**src/rtl/muldiv_pkg.sv**
```systemverilog
// ---------------------------------------------------------------------------
// muldiv_pkg
// Shared types and helpers for the HI/LO multiply/divide sequencer.
//   muldiv_op_t    : op_code encodings presented by decode (6 and 7 reserved)
//   muldiv_state_t : sequencer FSM states
//   MULDIV_WIDTH   : operand width the helpers below are sized for
//   ITER           : iterations per multiply/divide (one bit per cycle)
//   abs_w, negate_w, negate_dw : two's complement sign-fix helpers
// ---------------------------------------------------------------------------
package muldiv_pkg;

    localparam int MULDIV_WIDTH = 32;
    localparam int ITER         = MULDIV_WIDTH;

    typedef enum logic [2:0] {
        OP_MULT  = 3'd0,
        OP_MULTU = 3'd1,
        OP_DIV   = 3'd2,
        OP_DIVU  = 3'd3,
        OP_MTHI  = 3'd4,
        OP_MTLO  = 3'd5
    } muldiv_op_t;

    typedef enum logic [1:0] {
        ST_IDLE,
        ST_RUN,
        ST_FIN
    } muldiv_state_t;

    function automatic logic [MULDIV_WIDTH-1:0] negate_w(input logic [MULDIV_WIDTH-1:0] x);
        return (~x) + MULDIV_WIDTH'(1);
    endfunction

    function automatic logic [2*MULDIV_WIDTH-1:0] negate_dw(input logic [2*MULDIV_WIDTH-1:0] x);
        return (~x) + (2*MULDIV_WIDTH)'(1);
    endfunction

    // The most negative value maps onto itself, which is exactly the
    // unsigned magnitude the iterative datapath needs.
    function automatic logic [MULDIV_WIDTH-1:0] abs_w(input logic [MULDIV_WIDTH-1:0] x);
        return x[MULDIV_WIDTH-1] ? negate_w(x) : x;
    endfunction

endpackage

```
**src/rtl/muldiv_sequencer_if.sv**
```systemverilog
// ---------------------------------------------------------------------------
// muldiv_sequencer_if
// Decode <-> multiply/divide unit handshake.
//   op_valid/op_ready : op accepted when both are high at a clock edge
//   op_code           : muldiv_op_t encoding
//   rs_content        : operand A (multiplicand, dividend, MTHI/MTLO data)
//   rt_content        : operand B (multiplier, divisor)
//   flush             : abort the in-flight op
//   busy, done        : stall indication and one-cycle completion pulse
//   hi, lo            : architectural HI/LO
// Modports: master = decode side, slave = the sequencer.
// ---------------------------------------------------------------------------
interface muldiv_sequencer_if
    import muldiv_pkg::*;
#(
    parameter int WIDTH = MULDIV_WIDTH
);

    logic             op_valid;
    logic             op_ready;
    logic [2:0]       op_code;
    logic [WIDTH-1:0] rs_content;
    logic [WIDTH-1:0] rt_content;
    logic             flush;
    logic             busy;
    logic             done;
    logic [WIDTH-1:0] hi;
    logic [WIDTH-1:0] lo;

    modport master (
        output op_valid, op_code, rs_content, rt_content, flush,
        input  op_ready, busy, done, hi, lo
    );

    modport slave (
        input  op_valid, op_code, rs_content, rt_content, flush,
        output op_ready, busy, done, hi, lo
    );

endinterface

```
**src/rtl/muldiv_iter_dp.sv**
```systemverilog
// ---------------------------------------------------------------------------
// muldiv_iter_dp
// One-bit-per-cycle datapath shared by multiply and restoring divide.
// A single 2*WIDTH accumulator holds {upper, lower}:
//   multiply : {partial product, remaining multiplier}, shifts right
//   divide   : {remainder, dividend/quotient},          shifts left
// Ports:
//   clk, reset_n : clock, synchronous active-low reset
//   load         : capture opnd_in (multiplicand or divisor) and lo_in
//                  (multiplier or dividend); upper half cleared
//   step         : perform one iteration
//   is_div       : selects the divide iteration when stepping
//   acc          : current accumulator contents
// ---------------------------------------------------------------------------
module muldiv_iter_dp
    import muldiv_pkg::*;
#(
    parameter int WIDTH = MULDIV_WIDTH
) (
    input  logic               clk,
    input  logic               reset_n,
    input  logic               load,
    input  logic               step,
    input  logic               is_div,
    input  logic [WIDTH-1:0]   opnd_in,
    input  logic [WIDTH-1:0]   lo_in,
    output logic [2*WIDTH-1:0] acc
);

    logic [2*WIDTH-1:0] acc_q, acc_d;
    logic [WIDTH-1:0]   opnd_q, opnd_d;

    logic [WIDTH-1:0]   addend;
    logic [WIDTH:0]     add_sum;
    logic [WIDTH:0]     shifted;
    logic [WIDTH+1:0]   trial;

    // Multiply: the add carries into bit WIDTH, which becomes the new MSB
    // after the right shift.
    // Divide: a negative trial (MSB set) means restore, i.e. keep the
    // shifted remainder and shift in a 0 quotient bit.
    always_comb begin
        acc_d   = acc_q;
        opnd_d  = opnd_q;
        addend  = acc_q[0] ? opnd_q : '0;
        add_sum = {1'b0, acc_q[2*WIDTH-1:WIDTH]} + {1'b0, addend};
        shifted = {acc_q[2*WIDTH-1:WIDTH], acc_q[WIDTH-1]};
        trial   = {1'b0, shifted} - {2'b00, opnd_q};

        if (load) begin
            acc_d  = {{WIDTH{1'b0}}, lo_in};
            opnd_d = opnd_in;
        end else if (step) begin
            if (is_div) begin
                if (trial[WIDTH+1]) begin
                    acc_d = {shifted[WIDTH-1:0], acc_q[WIDTH-2:0], 1'b0};
                end else begin
                    acc_d = {trial[WIDTH-1:0], acc_q[WIDTH-2:0], 1'b1};
                end
            end else begin
                acc_d = {add_sum, acc_q[WIDTH-1:1]};
            end
        end
    end

    always_ff @(posedge clk) begin
        if (!reset_n) begin
            acc_q  <= '0;
            opnd_q <= '0;
        end else begin
            acc_q  <= acc_d;
            opnd_q <= opnd_d;
        end
    end

    assign acc = acc_q;

endmodule

```
**src/rtl/muldiv_sequencer.sv**
```systemverilog
// ---------------------------------------------------------------------------
// muldiv_sequencer
// Multi-cycle controller for the MIPS HI/LO multiply/divide resource.
// Owns HI/LO, runs MULT/MULTU (shift-add) and DIV/DIVU (restoring) one bit
// per cycle in muldiv_iter_dp, and writes MTHI/MTLO directly.
// Ports:
//   clk     : rising-edge clock
//   reset_n : synchronous active-low reset (wins over flush)
//   bus     : muldiv_sequencer_if.slave (op handshake, flush, busy, done,
//             hi, lo)
// Timing: accept at edge 0, RUN on edges 1..WIDTH, FIN on edge WIDTH+1,
// done and new HI/LO visible in the following cycle.
// Optional build macro MULDIV_EARLY_TERM_EN: multiplies leave RUN as soon
// as the unprocessed multiplier bits are all zero and the accumulator is
// realigned by a barrel shift in FIN. Divides are unaffected.
// WIDTH must equal muldiv_pkg::MULDIV_WIDTH; the sign-fix helpers are
// sized from the package.
// ---------------------------------------------------------------------------
module muldiv_sequencer
    import muldiv_pkg::*;
#(
    parameter int WIDTH = MULDIV_WIDTH
) (
    input  logic              clk,
    input  logic              reset_n,
    muldiv_sequencer_if.slave bus
);

    localparam int CNT_W = $clog2(WIDTH);

    muldiv_state_t      state_q, state_d;
    logic [CNT_W-1:0]   cnt_q, cnt_d;
    logic               is_div_q, is_div_d;
    logic               neg_q, neg_d;
    logic               rem_neg_q, rem_neg_d;
    logic               div_zero_q, div_zero_d;
    logic [WIDTH-1:0]   hi_q, hi_d;
    logic [WIDTH-1:0]   lo_q, lo_d;
    logic               done_q, done_d;

    logic               dp_load;
    logic               dp_step;
    logic [WIDTH-1:0]   dp_opnd;
    logic [WIDTH-1:0]   dp_lo;
    logic [2*WIDTH-1:0] acc;

    logic               op_signed;
    logic [WIDTH-1:0]   a_mag;
    logic [WIDTH-1:0]   b_mag;
    logic               signs_differ;

    logic [2*WIDTH-1:0] result;
    logic               rest_zero;
    logic [2*WIDTH-1:0] product;
    logic [WIDTH-1:0]   quotient;
    logic [WIDTH-1:0]   remainder;

    muldiv_iter_dp #(
        .WIDTH (WIDTH)
    ) u_dp (
        .clk     (clk),
        .reset_n (reset_n),
        .load    (dp_load),
        .step    (dp_step),
        .is_div  (is_div_q),
        .opnd_in (dp_opnd),
        .lo_in   (dp_lo),
        .acc     (acc)
    );

    // Magnitudes are taken at acceptance; the sign fix is applied in FIN.
    assign op_signed    = (bus.op_code == OP_MULT) || (bus.op_code == OP_DIV);
    assign a_mag        = op_signed ? abs_w(bus.rs_content) : bus.rs_content;
    assign b_mag        = op_signed ? abs_w(bus.rt_content) : bus.rt_content;
    assign signs_differ = op_signed && (bus.rs_content[WIDTH-1] ^ bus.rt_content[WIDTH-1]);

`ifdef MULDIV_EARLY_TERM_EN
    // Before the step at counter value c, the still-unprocessed multiplier
    // bits sit in acc[c:0]. If acc[c:1] is zero, this step consumes the last
    // set bit and the remaining c steps would be pure right shifts.
    always_comb begin
        rest_zero = 1'b1;
        for (int i = 1; i < WIDTH; i++) begin
            if ((i <= int'(cnt_q)) && acc[i]) begin
                rest_zero = 1'b0;
            end
        end
    end

    // The counter is frozen on an early exit, so it equals the number of
    // skipped shifts. A normal exit leaves it at zero.
    assign result = acc >> cnt_q;
`else
    assign rest_zero = 1'b0;
    assign result    = acc;
`endif

    // Divide by zero forces LO to all ones. HI falls out naturally: the
    // remainder is |dividend| and the dividend-sign fix restores rs_content.
    assign product   = neg_q ? negate_dw(result) : result;
    assign quotient  = div_zero_q ? '1
                     : (neg_q ? negate_w(result[WIDTH-1:0]) : result[WIDTH-1:0]);
    assign remainder = rem_neg_q ? negate_w(result[2*WIDTH-1:WIDTH])
                                 : result[2*WIDTH-1:WIDTH];

    always_comb begin
        state_d    = state_q;
        cnt_d      = cnt_q;
        is_div_d   = is_div_q;
        neg_d      = neg_q;
        rem_neg_d  = rem_neg_q;
        div_zero_d = div_zero_q;
        hi_d       = hi_q;
        lo_d       = lo_q;
        done_d     = 1'b0;
        dp_load    = 1'b0;
        dp_step    = 1'b0;
        dp_opnd    = '0;
        dp_lo      = '0;

        case (state_q)
            ST_IDLE: begin
                // Flush outranks acceptance; reserved codes are swallowed.
                if (!bus.flush && bus.op_valid) begin
                    case (bus.op_code)
                        OP_MTHI: begin
                            hi_d   = bus.rs_content;
                            done_d = 1'b1;
                        end
                        OP_MTLO: begin
                            lo_d   = bus.rs_content;
                            done_d = 1'b1;
                        end
                        OP_MULT, OP_MULTU: begin
                            dp_load    = 1'b1;
                            dp_opnd    = a_mag;
                            dp_lo      = b_mag;
                            is_div_d   = 1'b0;
                            neg_d      = signs_differ;
                            rem_neg_d  = 1'b0;
                            div_zero_d = 1'b0;
                            cnt_d      = CNT_W'(ITER - 1);
                            state_d    = ST_RUN;
`ifdef MULDIV_EARLY_TERM_EN
                            if (bus.rt_content == '0) begin
                                state_d = ST_FIN;
                            end
`endif
                        end
                        OP_DIV, OP_DIVU: begin
                            dp_load    = 1'b1;
                            dp_opnd    = b_mag;
                            dp_lo      = a_mag;
                            is_div_d   = 1'b1;
                            neg_d      = signs_differ;
                            rem_neg_d  = op_signed && bus.rs_content[WIDTH-1];
                            div_zero_d = (bus.rt_content == '0);
                            cnt_d      = CNT_W'(ITER - 1);
                            state_d    = ST_RUN;
                        end
                        default: ;
                    endcase
                end
            end

            ST_RUN: begin
                if (bus.flush) begin
                    state_d = ST_IDLE;
                end else begin
                    dp_step = 1'b1;
                    if (cnt_q == '0) begin
                        state_d = ST_FIN;
                    end else if (!is_div_q && rest_zero) begin
                        state_d = ST_FIN;
                    end else begin
                        cnt_d = cnt_q - CNT_W'(1);
                    end
                end
            end

            ST_FIN: begin
                state_d = ST_IDLE;
                if (!bus.flush) begin
                    done_d = 1'b1;
                    if (is_div_q) begin
                        hi_d = remainder;
                        lo_d = quotient;
                    end else begin
                        hi_d = product[2*WIDTH-1:WIDTH];
                        lo_d = product[WIDTH-1:0];
                    end
                end
            end

            default: state_d = ST_IDLE;
        endcase
    end

    always_ff @(posedge clk) begin
        if (!reset_n) begin
            state_q    <= ST_IDLE;
            cnt_q      <= '0;
            is_div_q   <= 1'b0;
            neg_q      <= 1'b0;
            rem_neg_q  <= 1'b0;
            div_zero_q <= 1'b0;
            hi_q       <= '0;
            lo_q       <= '0;
            done_q     <= 1'b0;
        end else begin
            state_q    <= state_d;
            cnt_q      <= cnt_d;
            is_div_q   <= is_div_d;
            neg_q      <= neg_d;
            rem_neg_q  <= rem_neg_d;
            div_zero_q <= div_zero_d;
            hi_q       <= hi_d;
            lo_q       <= lo_d;
            done_q     <= done_d;
        end
    end

    assign bus.op_ready = (state_q == ST_IDLE);
    assign bus.busy     = (state_q != ST_IDLE);
    assign bus.done     = done_q;
    assign bus.hi       = hi_q;
    assign bus.lo       = lo_q;

endmodule

```
**src/flat_wrapper.sv**
```systemverilog
// flat-port wrapper written by rule: the top's interface ports become plain ports
module muldiv_sequencer_flat import muldiv_pkg::*;
#(
    parameter int WIDTH = MULDIV_WIDTH
)
  (clk, reset_n, bus_op_valid, bus_op_code, bus_rs_content, bus_rt_content, bus_flush, bus_op_ready, bus_busy, bus_done, bus_hi, bus_lo);
  muldiv_sequencer_if #(.WIDTH(WIDTH)) bus_i ();
  input  logic clk;
  input  logic reset_n;
  input wire logic [$bits(bus_i.op_valid)-1:0] bus_op_valid;
  input wire logic [$bits(bus_i.op_code)-1:0] bus_op_code;
  input wire logic [$bits(bus_i.rs_content)-1:0] bus_rs_content;
  input wire logic [$bits(bus_i.rt_content)-1:0] bus_rt_content;
  input wire logic [$bits(bus_i.flush)-1:0] bus_flush;
  output wire logic [$bits(bus_i.op_ready)-1:0] bus_op_ready;
  output wire logic [$bits(bus_i.busy)-1:0] bus_busy;
  output wire logic [$bits(bus_i.done)-1:0] bus_done;
  output wire logic [$bits(bus_i.hi)-1:0] bus_hi;
  output wire logic [$bits(bus_i.lo)-1:0] bus_lo;
  assign bus_i.op_valid = bus_op_valid;
  assign bus_i.op_code = bus_op_code;
  assign bus_i.rs_content = bus_rs_content;
  assign bus_i.rt_content = bus_rt_content;
  assign bus_i.flush = bus_flush;
  assign bus_op_ready = bus_i.op_ready;
  assign bus_busy = bus_i.busy;
  assign bus_done = bus_i.done;
  assign bus_hi = bus_i.hi;
  assign bus_lo = bus_i.lo;
  muldiv_sequencer #(.WIDTH(WIDTH)) u_core (.clk(clk), .reset_n(reset_n), .bus(bus_i));
endmodule
```
**config.mk**
```make
export PLATFORM = sky130hd
export DESIGN_NAME = muldiv_sequencer_flat
export DESIGN_NICKNAME = d
export VERILOG_FILES = /design/src/rtl/muldiv_pkg.sv /design/src/rtl/muldiv_sequencer_if.sv /design/src/rtl/muldiv_iter_dp.sv /design/src/rtl/muldiv_sequencer.sv /design/src/flat_wrapper.sv
export SDC_FILE = /design/constraint.sdc
export NUM_CORES = 1
export LEC_CHECK = 0
export ABC_AREA = 1
export CORE_ASPECT_RATIO = 1.2
export CORE_MARGIN = 2
export CORE_UTILIZATION = 40
export CTS_CLUSTER_SIZE = 40
export DETAILED_ROUTE_END_ITERATION = 8
export HOLD_SLACK_MARGIN = 0.15
export PLACE_DENSITY_LB_ADDON = 0.15
export SYNTH_ARGS = -nofsm -noshare
export SYNTH_HDL_FRONTEND = slang
export SYNTH_HIERARCHICAL = 1
export SYNTH_SLANG_ARGS = --single-unit
```
**constraint.sdc**
```tcl
create_clock -name clk -period 5.9 [get_ports clk]
set_clock_uncertainty 0.1 [all_clocks]
set_input_delay 0.59 -clock clk [delete_from_list [all_inputs] [get_ports clk]]
set_output_delay 0.59 -clock clk [all_outputs]
set_load 0.02 [all_outputs]
```
# Word level (Yosys, flattened, before mapping)

Cells that the tools add are included.

Add/sub/neg operators: 8
Bitwise gates (word level): 7
Reduce and logical (&&, ||, !) cells: 25
Equal/unequal tests: 15
Multiplexer cells: 50

Operators with widths:

| operator                | number |
|---|---|
| $mux W32                | 22 |
| $pmux W32 S2            | 4 |
| $mux W64                | 3 |
| $add A32 B1 Y32 const B | 4 |
| $not A32 Y32            | 4 |
| $add A64 B1 Y64 const B | 1 |
| $not A64 Y64            | 1 |
| $sub A33 B32 Y34        | 1 |
| $add A32 B32 Y33        | 1 |
| $logic_not A32 Y1       | 1 |
| $mux W5                 | 4 |
| $pmux W5 S2             | 1 |
| $reduce_bool A2 Y1      | 5 |
| $reduce_and A3 Y1       | 3 |
| $mux W2                 | 4 |
| $ne A2 B2 Y1 const B    | 4 |
| $pmux W1 S2             | 4 |
| $reduce_and A4 Y1       | 2 |
| $reduce_or A2 Y1        | 4 |
| $mux W1                 | 7 |
| $eq A3 B2 Y1 const B    | 2 |
| $eq A3 B3 Y1 const B    | 2 |
| $ne A2 B1 Y1 const B    | 3 |
| $logic_not A5 Y1        | 1 |
| other kinds (15)        | 17 |

Input bits: 71
Word-level logic and storage cells: 117
Output and inout port bits: 67
Register bits: 172

# Depth between registers and ports, before layout

Word-level depth: 8
Gate-level depth with buffers: 19
Depth with buffers taken out: 18

# Cells and area by module

The synthesis kept the hierarchy.

By module, submodules not included:

| module           | cells each | area an instance (um2) | instances | sequential area each (um2) |
|---|---|---|---|---|
| muldiv_iter_dp   | 1692       | 9504.1                 | 1         | 1921.8 |
| muldiv_sequencer | 1536       | 8291.7                 | 1         | 1521.5 |

# Worst setup path after synthesis

OpenSTA, ideal clock, no wires.

Path type: flip-flop to flip-flop
From: register u_core.u_dp.acc_q[0] (netlist: u_core/u_dp/acc[0])
To: register u_core.u_dp.acc_q[57] (netlist: u_core/u_dp/acc[57])
Setup time: 0.117 ns
Setup slack: 3.437 ns
Data arrival time: 2.246 ns
Cell stages (with the launch flop): 20
Path through: dfxtp_1 -> clkbuf_1 -> clkbuf_1 -> nand2_1 -> inv_1 -> ha_1 -> fa_1 -> nand3_1 -> nand2_1 -> nand2_1 -> nand2_1 -> nand2_1 -> nand2_1 -> nand3_1 -> nand2_1 -> nand2_1 -> nand3_1 -> nand2_1 -> nor2_1 -> nor2_1

Longest elaborated chain between the ends: 3

Ends and longest elaborated chain:

| element                | RTL line             | source |
|---|---|---|
| start, declared        | muldiv_iter_dp.sv:30 | `logic [2*WIDTH-1:0] acc_q, acc_d;` |
| start signal, assigned | muldiv_iter_dp.sv:68 | `acc_q <= '0;` |
| start signal, assigned | muldiv_iter_dp.sv:71 | `acc_q <= acc_d;` |
| $mux W32               | muldiv_iter_dp.sv:45 | `addend = acc_q[0] ? opnd_q : '0;` |
| $add A32 B32 Y33       | muldiv_iter_dp.sv:46 | `add_sum = {1'b0, acc_q[2*WIDTH-1:WIDTH]} + {1'b0, addend};` |
| $mux W64               | muldiv_iter_dp.sv:54 | `if (is_div) begin` |

Every way passes these cells.
A chain may end at the register's enable or synchronous reset.

# Worst setup path in the final report

From: register u_core.u_dp.acc_q[38] (netlist: u_core/u_dp/acc[38])
To: register u_core.u_dp.acc_q[47] (netlist: u_core/u_dp/acc[47])

Longest elaborated chain between the ends: 3
Elaborated cells on any way between the ends: 4
Those cells by class: add/sub: 2; mux: 2

Ends and longest elaborated chain:

| element          | RTL line             | source |
|---|---|---|
| $sub A33 B32 Y34 | muldiv_iter_dp.sv:48 | `trial = {1'b0, shifted} - {2'b00, opnd_q};` |
| $mux W64         | muldiv_iter_dp.sv:55 | `if (trial[WIDTH+1]) begin` |
| $mux W64 (*)     | muldiv_iter_dp.sv:54 |  |

Mark *: on every way between the ends. The rest lies on a longest branch, timed or not.

==> metrics <==
final period utilization=61.5%; leakage power=10.0 nW; pin count of the biggest net entering global routing=95; CP endpoint kind=flip-flop; Synth Area in Simple Gates=41.5%; post-synthesis sequential area ratio=19.3%; fin nets=3,427; dpl cells=3,824; max_cap viols=0; min-delay worst type=flip-flop to flip-flop; Inserted Clock Buffers=17; DRT iter0 DRCs=2,367; GR Util All Layers=36.0%; Synth Area in XOR/XNOR=2.81%; syn avg cell area=5.51 um^2; post-route cell area=0.0201 mm^2; H-tree depth=4; clock slew at reported path FFs=80 ps; Synth top area share=19.3%; layout cells sized above 1=3.28%; Yosys reg bits=172; CP max-delay cell=dfxtp_1; filler cell count=4,864; Syn Nets=3,371; DR WL/cell=21.9 um; # rows=84; total grt overflow=0; # resized after CTS=0; Placement Setup Slack=2050 ps; ant diodes=0; most frequent cells in the layout=nand2_1, inv_1, nor2_1; Synth area leaders=dfxtp_1, nand2_1, inv_1; synthesized area=0.0178 mm^2; TritonCTS clock tree=yes; Worst-Margin Slew=1170 ps; Vias=21,888; kind of critical path=flip-flop to flip-flop; CP max FO=20; Yosys warnings=6; Final Hold Violating Endpoints=0; Max Freq=276 MHz; RSZ-0062 raised after global routing=no; Max VDD drop=0.186 mV; normalized max-slew margin=22.1%; DPL Wire Length=68,600 um; drt drc=0; clk buf depth=2; worst path arrival time=3940 ps; root buffer cell=clkbuf_16; IO buf count=137; max-slew violations=0; run status=complete, no violations; Non-Filler Instances=3,856; core area=0.0438 mm^2; setup bufs post-CTS=0; Worst path top cell family by delay=simple AND/OR/NAND/NOR gates; vias in the first global route=20,308; Critical Path Most Common Cell=nand2_1; Syn Inst Count=3,228; mux cell area share after synthesis=0%; synth unique cells=50; placed inst area=0.0195 mm^2; cts hold-fix bufs=0; Die W=197 um; I/O pin count=138; min cycle time layout=3630 ps; critical path required time=6210 ps; Routed Antenna Nets=0; Setup-failing EPs final=0; largest family of logic cells by synthesized area=simple AND/OR/NAND/NOR gates; Setup Total Neg Slack=0 ps; post-synthesis compound-gate area fraction=18.2%; Placer Congestion=0.993; Area Growth Syn to Fin=12.8%; initial antenna violation count=0; asr flop ratio synth=0%; Post-Synth Adder-Cell Area=5.15%; drt first pass iters=7; crit start category=flip-flop; fin worst setup slack=2270 ps; commonest non-fill, non-tap cell in the layout=nand2_1; PwrDens=172 mW/mm^2; Total Wirelength=84,500 um; max incr delay on CP=620 ps; Starting Density=40.6%; crit-path cells=ha_1 > nand2_2 > inv_1 > nand2_1 > nand2_1 > inv_1 > nand3_2 > nand2_1 > nand2_2 > nand2_2 > nand3_1 > inv_1 > nand2_1 > nand2_1 > nor2_1 > nor2_1; Top FF cell, synth=dfxtp_1; Crit path buffers/inverters=3; first-pass GRT wire length=126,000 um; Clock Latency Late Sink=470 ps; area leader, netlist=dfxtp_1; clk sinks=172; die height=235 um; post-DR vias/cell=5.68; Die Area=0.0462 mm^2; Post-synth EDFFs=0
final cells by class:
| class | count | area (um^2) | area share (%) |
|---|---|---|---|
| Multi-Input combinational cell | 2462 | 12100 | 60.0 |
| Sequential cell | 172 | 3440 | 17.2 |
| Inverter | 476 | 1790 | 8.90 |
| Timing Repair Buffer | 155 | 1500 | 7.48 |
| Tap cell | 559 | 699 | 3.48 |
| Clock buffer | 18 | 439 | 2.19 |
| Clock inverter | 14 | 153 | 0.760 |
cell families (layout without fill, tap and decap cells):
| kind of cell | count (synthesis) | after routing |
|---|---|---|
| xor gates and xnor gates | 57 | 57 |
| AOI/OAI and AO/OA | 595 | 595 |
| adders and majority gates | 72 | 72 |
| DFF | 172 | 172 |
| buffers and inverters | 594 | 663 |
| and+or+nand+nor | 1738 | 1738 |
sequential cells by signal (all words and copies together) (netlist names):
| register | count |
|---|---|
| u_core/cnt_q | 5 |
| u_core/div_zero_q | 1 |
| u_core/bus.done | 1 |
| u_core/u_dp/opnd_q | 32 |
| u_core/neg_q | 1 |
| u_core/u_dp/acc | 64 |
| u_core/rem_neg_q | 1 |
| u_core/bus.lo | 32 |
| u_core/state_q | 2 |
| u_core/is_div_q | 1 |
| u_core/bus.hi | 32 |
through the flow:
stage	utilization, %	power, W	hold slack, ps
after global routing	45.8	0.00359	417
after global placement	44.5	0.00228	364
after CTS	45.8	0.00344	394
final	45.8	0.00345	396
after floorplan	-	0.00190	343
after detailed placement	44.5	0.00228	382
layer usage:
metal	wire [um]	GRT usage, %
met3	5710	3.70
met4	5230	19.9
met1	33900	44.7
met5	0	0
met2	39700	60.9
worst register-to-register path, cell delays in order, from the launching register on:
cell     delay (ps)
dfxtp_1         620
ha_1            380
nand2_2         210
inv_1            60
nand2_1          60
nand2_1          90
inv_1            80
nand3_2         130
nand2_1         110
nand2_2          70
nand2_2         420
nand3_1         400
inv_1           460
nand2_1         100
nand2_1         140
nor2_1           50
nor2_1           80
final timing paths:
check	from	endpoint	slack, ps	depth (start not counted)
worst min-delay path	u_core/cnt_q[2]	u_core/cnt_q[2]	400	2
worst max register to register	u_core/u_dp/acc[38]	u_core/u_dp/acc[47]	2270	16
worst min register to register	u_core/cnt_q[2]	u_core/cnt_q[2]	400	2
worst max-delay path	u_core/u_dp/acc[38]	u_core/u_dp/acc[47]	2270	16
where the power goes:
part           switching, W  internal, W  total [W]  leakage [nW]
registers         0.0000448      0.00120    0.00124          1.39
clock network      0.000587     0.000576    0.00116         0.283
logic              0.000717     0.000325    0.00104          8.32
cells in the mapped netlist (10+ instances only):
cell / count
xor2_1: 39
a21oi_1: 218
nor2_2: 10
inv_1: 461
nand3b_1: 26
clkbuf_1: 77
nand2_1: 904
o21a_1: 31
nand2_2: 10
ha_1: 70
a31oi_1: 37
nand3_1: 274
inv_2: 12
nor2_1: 368
o22ai_1: 25
dfxtp_1: 172
o21ai_0: 239
buf_2: 25
nor3_1: 44
nand4_1: 66
xnor2_1: 18
Note: power is estimated with default switching activity, not from simulation.
